$ cat src/rtl/vend_slot_sequencer.sv
// Vend slot sequencer: accepts one slot request at a time, checks the
// sold-out flag, drives the slot index to the decoder, lets it settle,
// pulses the shared motor and then waits for the drop sensor.
module vend_slot_sequencer #(
    parameter int SETTLE_CYCLES  = 2,
    parameter int PULSE_CYCLES   = 50,
    parameter int TIMEOUT_CYCLES = 200
) (
    input  logic        clk,
    input  logic        reset,
    input  logic        req_valid,
    input  logic [3:0]  req_slot,
    output logic        req_ready,
    input  logic [15:0] slot_empty,
    output logic [3:0]  slot_sel,
    output logic        motor_en,
    input  logic        drop_sensor,
    output logic        busy,
    output logic        done,
    output logic        fault,
    output logic [1:0]  fault_code
);

    // One shared counter, sized for the longest phase.
    localparam int MAX_CYC = (SETTLE_CYCLES > PULSE_CYCLES)
                           ? ((SETTLE_CYCLES > TIMEOUT_CYCLES) ? SETTLE_CYCLES : TIMEOUT_CYCLES)
                           : ((PULSE_CYCLES  > TIMEOUT_CYCLES) ? PULSE_CYCLES  : TIMEOUT_CYCLES);
    localparam int CW = $clog2(MAX_CYC + 1);

    // Terminal counts: the counter starts at 0 on state entry.
    localparam logic [CW-1:0] SETTLE_LAST  = CW'(SETTLE_CYCLES - 1);
    localparam logic [CW-1:0] PULSE_LAST   = CW'(PULSE_CYCLES - 1);
    localparam logic [CW-1:0] TIMEOUT_LAST = CW'(TIMEOUT_CYCLES - 1);

    localparam logic [1:0] CODE_NONE    = 2'b00;
    localparam logic [1:0] CODE_EMPTY   = 2'b01;
    localparam logic [1:0] CODE_TIMEOUT = 2'b10;

    typedef enum logic [2:0] {
        IDLE,
        SETTLE,
        PULSE,
        WAIT_DROP,
        DONE,
        FAULT
    } state_e;

    state_e          state_q, state_d;
    logic [CW-1:0]   cnt_q, cnt_d;
    logic [3:0]      slot_sel_q, slot_sel_d;
    logic [1:0]      fault_code_q, fault_code_d;
    logic            drop_q, drop_d;
    logic            motor_en_q, done_q, fault_q, busy_q;

    // Next-state, counter, slot latch and fault-code logic.
    always_comb begin
        // NOTE: every always_comb output gets a default first so no path can infer a latch.
        state_d      = state_q;
        cnt_d        = cnt_q + CW'(1);
        slot_sel_d   = slot_sel_q;
        fault_code_d = fault_code_q;
        drop_d       = drop_q;

        unique case (state_q)
            IDLE: begin
                cnt_d = '0;
                // req_ready is implied here: reset holds the registers anyway.
                if (req_valid) begin
                    slot_sel_d   = req_slot;
                    fault_code_d = CODE_NONE;
                    drop_d       = 1'b0;
                    if (slot_empty[req_slot]) begin
                        state_d      = FAULT;
                        fault_code_d = CODE_EMPTY;
                    end else begin
                        state_d = SETTLE;
                    end
                end
            end
            SETTLE: begin
                if (cnt_q == SETTLE_LAST) begin
                    state_d = PULSE;
                    cnt_d   = '0;
                end
            end
            PULSE: begin
                if (drop_sensor) begin
                    drop_d = 1'b1;
                end
                if (cnt_q == PULSE_LAST) begin
                    cnt_d   = '0;
                    state_d = (drop_q || drop_sensor) ? DONE : WAIT_DROP;
                end
            end
            WAIT_DROP: begin
                // A drop on the final timeout cycle still counts as success.
                if (drop_sensor) begin
                    state_d = DONE;
                    cnt_d   = '0;
                end else if (cnt_q == TIMEOUT_LAST) begin
                    state_d      = FAULT;
                    fault_code_d = CODE_TIMEOUT;
                    cnt_d        = '0;
                end
            end
            DONE, FAULT: begin
                state_d = IDLE;
                cnt_d   = '0;
            end
            default: begin
                state_d = IDLE;
                cnt_d   = '0;
            end
        endcase
    end

    // State register with registered outputs derived from the next state.
    always_ff @(posedge clk or posedge reset) begin
        if (reset) begin
            state_q      <= IDLE;
            cnt_q        <= '0;
            slot_sel_q   <= '0;
            fault_code_q <= CODE_NONE;
            drop_q       <= 1'b0;
            motor_en_q   <= 1'b0;
            done_q       <= 1'b0;
            fault_q      <= 1'b0;
            busy_q       <= 1'b0;
        end else begin
            // NOTE: sequential state uses non-blocking assignments so all registers update together.
            state_q      <= state_d;
            cnt_q        <= cnt_d;
            slot_sel_q   <= slot_sel_d;
            fault_code_q <= fault_code_d;
            drop_q       <= drop_d;
            motor_en_q   <= (state_d == PULSE);
            done_q       <= (state_d == DONE);
            fault_q      <= (state_d == FAULT);
            busy_q       <= (state_d != IDLE);
        end
    end

    assign req_ready  = (state_q == IDLE) && !reset;
    assign slot_sel   = slot_sel_q;
    assign motor_en   = motor_en_q;
    assign busy       = busy_q;
    assign done       = done_q;
    assign fault      = fault_q;
    assign fault_code = fault_code_q;

endmodule

$ cat config.mk
export PLATFORM = sky130hd
export DESIGN_NAME = vend_slot_sequencer
export DESIGN_NICKNAME = d
export VERILOG_FILES = /design/src/rtl/vend_slot_sequencer.sv
export SDC_FILE = /design/constraint.sdc
export NUM_CORES = 1
export LEC_CHECK = 0
export ABC_AREA = 1
export BUFFER_PORTS_ARGS = -buffer_cell sky130_fd_sc_hd__buf_2
export CAP_MARGIN = 20
export CELL_PAD_IN_SITES_DETAIL_PLACEMENT = 1
export CELL_PAD_IN_SITES_GLOBAL_PLACEMENT = 1
export CORE_MARGIN = 1
export CORE_UTILIZATION = 37
export CTS_CLUSTER_DIAMETER = 150
export CTS_CLUSTER_SIZE = 25
export DETAILED_ROUTE_END_ITERATION = 6
export PLACE_DENSITY = 0.81
export SYNTH_ARGS = -nofsm -noshare
export SYNTH_HDL_FRONTEND = slang
export SYNTH_SLANG_ARGS = --single-unit
$ cat constraint.sdc
create_clock -name clk -period 1.96 [get_ports clk]
set_clock_uncertainty 0.05 [all_clocks]
set_input_delay 0.098 -clock clk [delete_from_list [all_inputs] [get_ports clk]]
set_output_delay 0.098 -clock clk [all_outputs]
set_load 0.005 [all_outputs]
-- Word level (Yosys, flattened, before mapping)
Cells that the tools add are included.
- register bits after elaboration: 22
- logic and storage cells: 57
- output and inout port bits: 11
- reductions and logical operators: 10
- $lt $le $gt $ge: 1
- eq/ne operators: 13
- mux-type cells: 23
- $add $sub $neg: 1
- operator list (cell ; number):
    $mux W8 ; 4
    $pmux W8 S3 ; 1
    $mux W3 ; 7
    $pmux W3 S4 ; 1
    $eq A3 B2 Y1 const B ; 3
    $add A8 B1 Y8 const B ; 1
    $eq A8 B1 Y1 const B ; 1
    $eq A8 B6 Y1 const B ; 1
    $eq A8 B8 Y1 const B ; 1
    $ne A2 B2 Y1 const B ; 4
    $eq A3 B3 Y1 const B ; 2
    $mux W2 ; 3
    $lt A4 B5 Y1 const B ; 1
    $bmux W1 S4 ; 1
    $mux W1 ; 4
    $pmux W2 S2 ; 1
    $reduce_and A4 Y1 ; 1
    $reduce_bool A2 Y1 ; 2
    $eq A3 B1 Y1 const B ; 1
    $logic_not A3 Y1 ; 1
    $reduce_and A3 Y1 ; 1
    $reduce_bool A3 Y1 ; 1
    $pmux W1 S2 ; 1
    $reduce_and A2 Y1 ; 1
    3 further kinds ; 3

-- Longest topological paths before layout
Gate-level depths: netlist of run 1.
- depth in word-level cells: 6
- mapped depth: 10

-- Worst setup path after synthesis of run 1
OpenSTA, ideal clock, no wires.
- path type: register to register
- start: reg cnt_q[1]
- end: reg busy_q (netlist: busy)
- arrival: 1187 ps
- stages on the path, launching flop included: 8
- required time: 1786 ps
- slack: 599 ps
- buffers on the path: 0
- cell sequence: dfrtp_1 inv_1 ha_1 nand2_2 o21ai_4 nand4_2 nor2_1 nand2_1
- longest elaborated chain between the ends: 5
- elaborated cells on any way between the ends: 9
- classes of those cells: 3 x eq/ne; 5 x mux; 1 x reduce/logical
- RTL lines (item ; RTL line ; source):
    from (decl) ; 49 ; logic [CW-1:0] cnt_q, cnt_d;
    from (signal assigned) ; 132 ; cnt_q <= cnt_d;
    $eq A8 B8 Y1 ; 100 ; end else if (cnt_q == TIMEOUT_LAST) begin
    $mux W3 ; 100 ;
    $mux W3 ; 97 ; if (drop_sensor) begin
    $pmux W3 S4 (*) ; 64 ; unique case (state_q)
    net state_d[0] ; 48 ; state_e state_q, state_d;
    $reduce_bool A3 Y1 (*) ; 139 ; busy_q <= (state_d != IDLE);
    to (signal assigned) ; 139 ;
    to (decl) ; 53 ; logic motor_en_q, done_q, fault_q, busy_q;
The timed path passes the listed nets; every way through them passes the cells marked *.
A chain may end at the register's enable or synchronous reset.

-- Worst setup path in the final report of run 1
- start: reg state_q[2]
- end: reg fault_q (netlist: fault)
- longest elaborated chain between the ends: 4
- elaborated cells on any way between the ends: 11
- classes of those cells: 4 x eq/ne; 6 x mux; 1 x reduce/logical
- RTL lines (item ; RTL line ; source):
    from (decl) ; 48 ;
    from (signal assigned) ; 131 ; state_q <= state_d;
    $mux W3 ; 100 ;
    $mux W3 ; 97 ;
    $pmux W3 S4 (*) ; 64 ;
    $eq A3 B3 Y1 (*) ; 138 ; fault_q <= (state_d == FAULT);
    to (signal assigned) ; 138 ;
    to (decl) ; 53 ;
Mark *: on every way between the ends. The rest lies on a longest branch, timed or not.

==> metrics, run 1 <==
outcome complete, but fails checks; violated checks hold timing; Synth area leaders dfrtp_1 (41%), nand2_1 (13%), inv_1 (8.3%), nand3_1 (7.1%), nor2_1 (4.2%); fmax 0.631 GHz; ANT cells 0; CTS Hold Bufs 1; Post-Syn Area 0.00135 sq mm; Critical Path AT around 1.8 ns; worst slew pin tran 0.288 ns; post-CTS resize count 0; Worst-path clk slew 0.13 ns; yosys warns 0; area growth from synthesis to layout 21.3%; Seq/Total Area, Yosys about two fifths; Root Driver clkbuf_4; # DRC 0; Yosys top cell by area dfrtp_1; Post-synth ARST share 100%; R2R Path End fault; Hold WS -0.00263 ns; number of max-cap violations 0; Slew Limit Fails 0; Critical Path RT 2.17 ns; FF+latch count, synth 22; final critical-path required period 1.58 ns; HP Class in2reg; Die Area 0.00389 sq mm; clk sink count 22; NumNets Final approximately 240; Post-CTS Setup Inserts 0; routed length per instance between 10 and 15 microns; Worst setup startpoint state_q[2]; Slowest-stage cell, CP dfrtp_1; maximum fanout along the worst path 14; Finished Cell Area 0.00164 sq mm; 1st-iter DRT viols 21; Cell Chain, Critical Path nor2_1 > nand3_2 > nor2_1 > nand3_1 > nand2_1 > nor2_2 > nor2_1; Syn Area/Cell ~7.5 sq um; Post-Route WL 3.24 mm; Post-synth EDFFs 0; CTS tree done; endpoints failing hold 1; RD Place Congestion 0.736; delay of the slowest critical-path stage 0.47 ns; end point of the critical path fault; layout cell share with drive strength beyond 1 29.5%; Core Box Area between 0.003 and 0.004 sq mm; Syn Inst Count 179; post-synthesis cell type count 26; antenna violations before repair 0; Synth Flop Type dfrtp_1; dpl cell area 0.00157 sq mm; GRT Overall Usage 18.5%; Synth top area share 40.8%; r2r startpoint state_q[2]; CTS H-tree lvls 1; Die W approximately 62 microns; WS Path Type reg2reg; final antenna-violating net count 0; vias in the first global route 1338; final setup violation count 0; Max VDD drop just over 400 uV; Setup crit start kind register; CP dominant cell by count nor2_1; CP endpoint kind register; Initial Utilization 39.5%; Sum Neg Setup Slack 0 ns; RSZ-0062 raised after global routing no; cts bufs inserted 3; Cell Rows 21; worst-skew pair later-pin latency 0.32 ns; R2R setup slack roughly 0.38 ns; I/O Buffers 34; Via Count roughly 1300; Power per Cell Area approximately 1100 mW/mm^2; Slew Limit Headroom just over 80%; first-pass iteration count of the detailed router 4; first-pass GRT wire length 5.80 mm; I/O pins 35; Leakage 0.946 nW; Syn Nets between 200 and 250; gr ovfl total 0; R2R cell count 7; clock tree buffer depth 2; pin count of the biggest net entering global routing 23; Final Cycle Share about four fifths; DR vias/cell 4.89; Detailed Place HPWL 2.58 mm; Die Height 62.4 microns
[sequential cells by signal, summed over array words and instances (netlist names)]
signal / count
done: 1
cnt_q: 8
busy: 1
drop_q: 1
fault: 1
state_q: 3
fault_code: 2
motor_en: 1
slot_sel: 4
[cells in the final DEF (no fill, tap or decap), types with 3 or more instances in the layout]
cell	instances
nor2_4	3
nor2_2	4
a31oi_1	4
buf_2	34
nand3_1	19
inv_1	30
dfrtp_1	22
inv_2	3
nand2_2	6
clkbuf_4	3
o21ai_0	4
nand3_2	4
nand2_1	45
nor2_1	15
[how the worst min path moves through the flow]
stage,start,cells after the start,to,slack (ns)
2_1_floorplan,reset,1,busy,0.04
3_3_place_gp,reset,3,cnt_q[0],0.11
3_5_place_dp,reset,3,cnt_q[2],0.11
4_1_cts,req_slot[3],3,slot_sel[3],0.0008
5_1_grt,drop_sensor,2,drop_q,0.02
6_report,req_slot[3],3,slot_sel[3],-0.003
[critical path, delay by kind of cell, from the launching register on]
family | cells | cell delay [ns]
AND/OR/NAND/NOR | 7 | 0.99
flip-flops | 1 | 0.47
[cell families after synthesis]
kind of cell    count (synthesis)  share of synthesized area, %
simple gates                  102                          38.0
buf+inv                        36                          10.3
flops                          22                          40.8
compound gates                 15                          7.70
xor+xnor                        2                          1.30
fa+ha+maj                       2                          1.85
[report_power, final]
group | switching (mW) | internal, mW
clock | 0.148 | 0.207
combinational | 0.423 | 0.271
sequential | 0.0995 | 0.588
[Yosys cell counts, drive strengths merged, types with 2 or more instances]
master  instances
a21oi           2
a31oi           4
buf             2
dfrtp          22
ha              2
inv            33
nand2          51
nand3          23
nand3b          2
nand4           2
nor2           22
o211ai          2
o21ai           6
xor2            2
[area by class of cell]
cell class	count	area [sq um]
multi-input cells	121	659
flip-flops and latches	22	551
repair buffers	36	188
fillers	448	1780
clock inverters	1	30.0
inverters	34	129
clock buffers	3	22.5
well taps	46	57.6
[per-layer routing]
layer / share of wire (%) / vias to the layer above / global-route usage, %
li1: - / 639 / -
met1: 44 / 620 / 22.3
met2: 52 / 23 / 34.1
met3: 3.0 / 4 / 3.83
met4: 0.93 / 0 / 3.49
met5: 0 / - / 0
[through the flow]
| step | power, mW | hold WS (ns) | util, % | setup slack, ns | cells |
|---|---|---|---|---|---|
| floorplan | 1.16 | 0.0372 | - | 0.599 | 179 |
| global placement | 1.38 | 0.109 | 46.1 | 0.426 | 258 |
| detailed placement | 1.40 | 0.114 | 46.1 | 0.388 | 258 |
| CTS | 1.76 | 0.000786 | 47.9 | 0.355 | 263 |
| global route | 1.89 | 0.0189 | 47.9 | 0.200 | 263 |
| finish | 1.74 | -0.00263 | 47.9 | 0.375 | 263 |
Note: power is estimated with default switching activity, not from simulation.
==> run 2, diff against run 1 <==
--- a/config.mk
+++ b/config.mk
@@ -11,11 +11,11 @@
 export CELL_PAD_IN_SITES_DETAIL_PLACEMENT = 1
 export CELL_PAD_IN_SITES_GLOBAL_PLACEMENT = 1
 export CORE_MARGIN = 1
-export CORE_UTILIZATION = 37
+export CORE_UTILIZATION = 33
 export CTS_CLUSTER_DIAMETER = 150
 export CTS_CLUSTER_SIZE = 25
 export DETAILED_ROUTE_END_ITERATION = 6
-export PLACE_DENSITY = 0.81
+export PLACE_DENSITY = 0.77
 export SYNTH_ARGS = -nofsm -noshare
 export SYNTH_HDL_FRONTEND = slang
 export SYNTH_SLANG_ARGS = --single-unit
==> constraint.sdc (replaced) <==
create_clock -name clk -period 1.4 [get_ports clk]
set_clock_uncertainty 0.05 [all_clocks]
set_input_delay 0.07 -clock clk [delete_from_list [all_inputs] [get_ports clk]]
set_output_delay 0.07 -clock clk [all_outputs]
set_load 0.005 [all_outputs]
==> run 2 against run 1 <==
The run ends with setup timing left. Sequential power is 39% higher. Worst hold slack better by 0.056 ns. Via count is 4.5% higher. Critical path depth stayed put. Non-clock buffer count is 18 higher. Routed wire length is 13% higher. Flip-flop and latch count stayed put. Highest routed layer unchanged.
==> metrics, run 2 (synthesized netlist as in run 1, its figures left out) <==
ANT cells 0 (unchanged); final setup violation count 8 (was 0); delay of the slowest critical-path stage 0.39 ns (was 0.47 ns); Die Height 65.9 microns (was 62.4 microns); I/O pins 35 (unchanged); Slowest-stage cell, CP dfrtp_2 (was dfrtp_1); endpoints failing hold 0 (was 1); M3 GR Usage 3.62% (was 3.83%); Pwr Total 2.81 mW (was 1.74 mW); Finished Cell Area 0.00188 sq mm (was 0.00164 sq mm); RD Place Congestion 0.753 (was 0.736); final antenna-violating net count 0 (unchanged); met2 Use GR 33.0% (was 34.1%); CP endpoint kind register (unchanged); area growth from synthesis to layout 39.6% (was 21.3%); Final Cycle Share 104% (was 80.9%); clock tree buffer depth 2 (unchanged); Detailed Place HPWL 2.68 mm (was 2.58 mm); gr ovfl total 0 (unchanged); Die W 65.9 microns (was 62.4 microns); cts bufs inserted 3 (unchanged); Largest register FFs 8 (unchanged); NumNets Final 262 (was 244); routed length per instance 13.0 microns (was 12.3 microns); Worst-path clk slew 0.08 ns (was 0.13 ns); layer with the highest usage met2 (unchanged); Max VDD drop 652 uV (was 410 uV); dpl cell area 0.00165 sq mm (was 0.00157 sq mm); RSZ-0062 raised after global routing yes (was no); first-pass iteration count of the detailed router 4 (unchanged); Slew Limit Fails 0 (unchanged); Sum Neg Setup Slack -0.237 ns (was 0 ns); Root Driver clkbuf_8 (was clkbuf_4); clk sink count 22 (unchanged); number of max-cap violations 0 (unchanged); r2r startpoint cnt_q[0] (was state_q[2]); antenna violations before repair 0 (unchanged); Critical Path AT 1.56 ns (was 1.79 ns); worst-skew pair later-pin latency 0.26 ns (was 0.32 ns); 1st-iter DRT viols 29 (was 21); GRT Overall Usage 17.9% (was 18.5%); Fillers 472 (was 448); HP Class in2reg (unchanged); Via Count 1344 (was 1286); Slew Limit Headroom 80.9% (was 80.8%); Cell Chain, Critical Path buf_6 > ha_4 > nand2_8 > o21ai_4 > nand3_2 > o211ai_1 > inv_1 (was nor2_1 > nand3_2 > nor2_1 > nand3_1 > nand2_1 > nor2_2 > nor2_1); first-pass GRT wire length 5.91 mm (was 5.80 mm); I/O Buffers 34 (unchanged); most common cell after layout, fill and taps aside nand2_1 (unchanged); post-route insts no fill 282 (was 263); Worst setup startpoint cnt_q[0] (was state_q[2]); vias in the first global route 1366 (was 1338); Die Area 0.00435 sq mm (was 0.00389 sq mm); CTS tree done (unchanged); outcome complete, but fails checks (unchanged); hold path start req_slot[3] (unchanged); final critical-path required period 1.46 ns (was 1.58 ns); most frequent cells in the layout nand2_1 (40), buf_2 (34), inv_1 (27), dfrtp_1 (18) (was nand2_1 (45), buf_2 (34), inv_1 (30), dfrtp_1 (22), nand3_1 (19)); Power per Cell Area 1490 mW/mm^2 (was 1060 mW/mm^2); Critical Path RT 1.51 ns (was 2.17 ns); # DRC 0 (unchanged); layout cell share with drive strength beyond 1 42.7% (was 29.5%); Core Box Area 0.00380 sq mm (was 0.00342 sq mm); CTS H-tree lvls 1 (unchanged); maximum fanout along the worst path 4 (was 14); pin count of the biggest net entering global routing 23 (unchanged); Reg with most FFs cnt_q (unchanged); violated checks setup timing (was hold timing); fmax 0.686 GHz (was 0.631 GHz); WS Path Type reg2reg (unchanged); Cell Rows 22 (was 21); met1 Usage GRT 21.2% (was 22.3%); DR vias/cell 4.77 (was 4.89); Cells after DPL 270 (was 258); Initial Utilization 35.5% (was 39.5%); worst slew pin tran 0.286 ns (was 0.288 ns); Leakage 1.04 nW (was 0.946 nW); setup ws final -0.0567 ns (was 0.375 ns); Setup crit start kind register (unchanged); Post-Route WL 3.67 mm (was 3.24 mm)
[run 2: cell types whose count changed in the layout (fill, tap and decap cells not counted), sizes merged]
cell and change:
buf +18, bufinv -1
[run 2: final timing paths]
check / to / slack (ns) / cells past startpoint
worst min register to register: fault_code[1] / 0.45 / 2
worst min-delay path: slot_sel[3] / 0.05 / 3
min in group asynchronous: done / 0.35 / 4
worst max-delay path: cnt_q[7] / -0.06 / 7
max in group asynchronous: cnt_q[6] / 0.71 / 4
worst max register to register: cnt_q[7] / -0.06 / 7
[run 2: power breakdown]
| part | switching [mW] | total (mW) | leakage [nW] | internal, mW |
|---|---|---|---|---|
| Combinational | 0.776 | 1.45 | 0.733 | 0.674 |
| Clock | 0.209 | 0.401 | 0.0216 | 0.193 |
| Sequential | 0.127 | 0.958 | 0.284 | 0.831 |
[run 2: cell type report]
| cell class | instances | area, sq um | area share (%) |
|---|---|---|---|
| clock buffers | 3 | 41.3 | 2.19 |
| inverters | 34 | 129 | 6.84 |
| multi-input cells | 121 | 767 | 40.7 |
| flip-flops and latches | 22 | 556 | 29.5 |
| well taps | 48 | 60.1 | 3.19 |
| repair buffers | 54 | 330 | 17.5 |
[run 2: what timing repair did]
action | 4_1_cts | 5_1_grt
hold buffers | 1 | 0
pin swaps | 9 | 13
hold endpoints to repair | 22 | 0
setup buffers | 3 | 5
gates resized for setup | 11 | 21
endpoints found under the setup margin | 11 | 17
[run 2: critical path: cells and delay by family (launching register included)]
family,cells,cell delay [ns]
and+or+nand+nor,2,0.23
adders and majority gates,1,0.15
DFF,1,0.39
buffers and inverters,2,0.17
AOI/OAI and AO/OA,2,0.36
[run 2: routing by layer]
layer / share of wire [%] / wire length [microns]
met2: 53 / 1960
met1: 43 / 1590
met3: 2.7 / 99
met4: 0.63 / 23
met5: 0 / 0
[run 2: through the flow]
stage               util (%)  setup WS, ns  hold slack, ns
floorplan                  -        0.0394         0.00923
global placement        43.5       -0.0498          0.0850
detailed placement      43.5        -0.121          0.0952
CTS                     46.6       -0.0809          0.0490
global route            49.6        -0.142          0.0656
finish                  49.6       -0.0567          0.0531
==> run 3, diff against run 2 <==
--- a/config.mk
+++ b/config.mk
@@ -19,3 +19,4 @@
 export SYNTH_ARGS = -nofsm -noshare
 export SYNTH_HDL_FRONTEND = slang
 export SYNTH_SLANG_ARGS = --single-unit
+export TNS_END_PERCENT = 30
==> constraint.sdc (replaced) <==
create_clock -name clk -period 1.4 [get_ports clk]
set_clock_uncertainty 0.05 [all_clocks]
set_input_delay 0.21 -clock clk [delete_from_list [all_inputs] [get_ports clk]]
set_output_delay 0.21 -clock clk [all_outputs]
set_load 0.005 [all_outputs]
==> run 3 against run 2 <==
The run still ends with setup timing left. Worst hold slack better by 0.14 ns. Combinational power down 8%. Core utilization down 0.99 points. Final cell count down 0.71%. Cell area down 2.0%. Flip-flop and latch count unchanged. Sequential power up 1%. Via count down 0.97%. Critical path type unchanged. Largest cell class unchanged. Highest routed layer unchanged.
==> metrics, run 3 (synthesized netlist as in run 1, its figures left out) <==
number of max-cap violations 0 (unchanged); Root Driver clkbuf_8 (unchanged); Post-Route WL 3.70 mm (was 3.67 mm); top routing layer used met4 (unchanged); WS Path Type reg2reg (unchanged); WL met1 1.59 mm (about the same); CP endpoint kind register (unchanged); Die Area 0.00435 sq mm (unchanged); CTS tree done (unchanged); routed length per instance 13.2 microns (was 13.0 microns); I/O Buffers 34 (unchanged); # DRC 0 (unchanged); RD Place Congestion 0.753 (unchanged); Die W 65.9 microns (unchanged); metal3 WL 98 microns (was 99 microns); endpoints failing hold 0 (unchanged); Setup crit start kind register (unchanged); GRT Overall Usage 18.2% (was 17.9%); vias in the first global route 1388 (was 1366); Worst-path clk slew 0.08 ns (about the same); layout cell share with drive strength beyond 1 40.9% (was 42.7%); Die Height 65.9 microns (unchanged); met2 routed WL 1.98 mm (was 1.96 mm); final setup violation count 13 (was 8); area growth from synthesis to layout 36.8% (was 39.6%); Largest register FFs 8 (unchanged); RSZ-0062 raised after global routing yes (unchanged); fmax 0.687 GHz (was 0.686 GHz); violated checks setup timing (unchanged); Cell Chain, Critical Path nor2_4 > nand2_2 > o21ai_4 > nand4_4 > nor2_2 > nand2_1 (was buf_6 > ha_4 > nand2_8 > o21ai_4 > nand3_2 > o211ai_1 > inv_1); Flop pwr share 35.8% (was 34.1%); final core occ 48.6% (was 49.6%); worst-skew pair later-pin latency 0.26 ns (about the same); Cell Rows 22 (unchanged); NumNets Final 260 (was 262); HP Class in2reg (unchanged); Critical Path RT 1.51 ns (about the same); outcome complete, but fails checks (unchanged); Power per Cell Area 1470 mW/mm^2 (was 1490 mW/mm^2); antenna violations before repair 0 (unchanged); Clk pwr share 14.8% (was 14.3%); Detailed Place HPWL 2.68 mm (unchanged); final antenna-violating net count 0 (unchanged); 1st-iter DRT viols 36 (was 29); final critical-path required period 1.45 ns (was 1.46 ns); Combinational Power Share 49.3% (was 51.6%); Max VDD drop 613 uV (was 652 uV); Slew Limit Fails 0 (unchanged); Critical Path AT 1.56 ns (about the same); worst slew pin tran 0.295 ns (was 0.286 ns); family with the most delay on the worst path simple AND/OR/NAND/NOR gates (was flip-flops); most common cell after layout, fill and taps aside nand2_1 (unchanged); Slew Limit Headroom 80.3% (was 80.9%); delay of the slowest critical-path stage 0.45 ns (was 0.39 ns); Sum Neg Setup Slack -0.401 ns (was -0.237 ns); Fillers 482 (was 472); cts bufs inserted 3 (unchanged); Via Count 1331 (was 1344); gr ovfl total 0 (unchanged); Reg with most FFs cnt_q (unchanged); Core Box Area 0.00380 sq mm (unchanged); pin count of the biggest net entering global routing 23 (unchanged); ANT cells 0 (unchanged); maximum fanout along the worst path 4 (unchanged); Internal 1.62 mW (was 1.70 mW); Switching Share 40.3% (was 39.6%); Buf/Inv on CP 0 (was 2); first-pass iteration count of the detailed router 4 (unchanged); Final Cycle Share 104% (about the same); first-pass GRT wire length 6.01 mm (was 5.91 mm); Leakage 1.02 nW (was 1.04 nW); most frequent cells in the layout nand2_1 (41), buf_2 (34), inv_1 (28), dfrtp_1 (19), buf_4 (17) (was nand2_1 (40), buf_2 (34), inv_1 (27), dfrtp_1 (18)); Initial Utilization 35.5% (unchanged); Pwr Total 2.71 mW (was 2.81 mW); clk sink count 22 (unchanged); DR vias/cell 4.75 (was 4.77); CTS H-tree lvls 1 (unchanged); I/O pins 35 (unchanged); P_sw 1.09 mW (was 1.11 mW); setup ws final -0.0546 ns (was -0.0567 ns); clock tree buffer depth 2 (unchanged); Slowest-stage cell, CP dfrtp_2 (unchanged)
-- run 3: changes by cell type in the layout (fill, tap and decap cells not counted), sizes merged --
cell	before	now
buf	53	51
-- run 3: worst reg2reg max path: stages (launching register included) --
cell and delay (ns):
dfrtp_2 0.45, nor2_4 0.16, nand2_2 0.10, o21ai_4 0.25, nand4_4 0.16, nor2_2 0.13, nand2_1 0.05
-- run 3: path summary, 6_finish.rpt --
check / start / end / slack (ns) / cells past startpoint
setup / recovery: cnt_q[6] / busy / -0.05 / 6
min in group asynchronous: reset / state_q[1] / 0.51 / 4
hold / removal: req_slot[3] / slot_sel[3] / 0.19 / 3
max in group asynchronous: reset / cnt_q[6] / 0.53 / 4
hold reg to reg: slot_sel[1] / slot_sel[1] / 0.45 / 2
setup reg to reg: cnt_q[6] / busy / -0.05 / 6
-- run 3: routing by layer --
metal  vias to the layer above  global-route usage (%)
li1                        668                       -
met1                       640                    20.8
met2                        18                    34.2
met3                         5                    3.79
met4                         0                    3.99
met5                         -                       0
-- run 3: power groups by stage --
stage | sequential, mW | combinational (mW) | clock (mW)
2_1_floorplan | 0.969 | 0.659 | 0
3_3_place_gp | 0.955 | 1.09 | 0
3_5_place_dp | 0.960 | 1.13 | 0
4_1_cts | 0.948 | 1.27 | 0.414
5_1_grt | 0.990 | 1.47 | 0.434
6_report | 0.970 | 1.34 | 0.402
-- run 3: stage by stage --
| stage | area (sq um) | std cells | hold slack [ns] | worst slack [ns] |
|---|---|---|---|---|
| after floorplan | 1350 | 179 | 0.149 | 0.0394 |
| after global placement | 1650 | 270 | 0.225 | -0.0498 |
| after detailed placement | 1650 | 270 | 0.235 | -0.121 |
| after CTS | 1760 | 277 | 0.189 | -0.0809 |
| after global routing | 1850 | 280 | 0.194 | -0.166 |
| final | 1850 | 280 | 0.193 | -0.0546 |
-- run 3: timing repair --
action	4_1_cts	5_1_grt
setup endpoints to repair	12	17
resized for setup	8	16
hold buffers	1	0
pin swaps	8	8
endpoints found under the hold margin	22	0
buffers inserted	3	3
-- run 3: area by class of cell --
| class | instances | area, sq um | share of cell area [%] |
|---|---|---|---|
| multi-input combinational | 121 | 753 | 40.8 |
| timing repair buffer | 52 | 308 | 16.7 |
| tap | 48 | 60.1 | 3.25 |
| clock buffer | 3 | 41.3 | 2.24 |
| sequential | 22 | 554 | 30.0 |
| inverter | 34 | 129 | 6.98 |
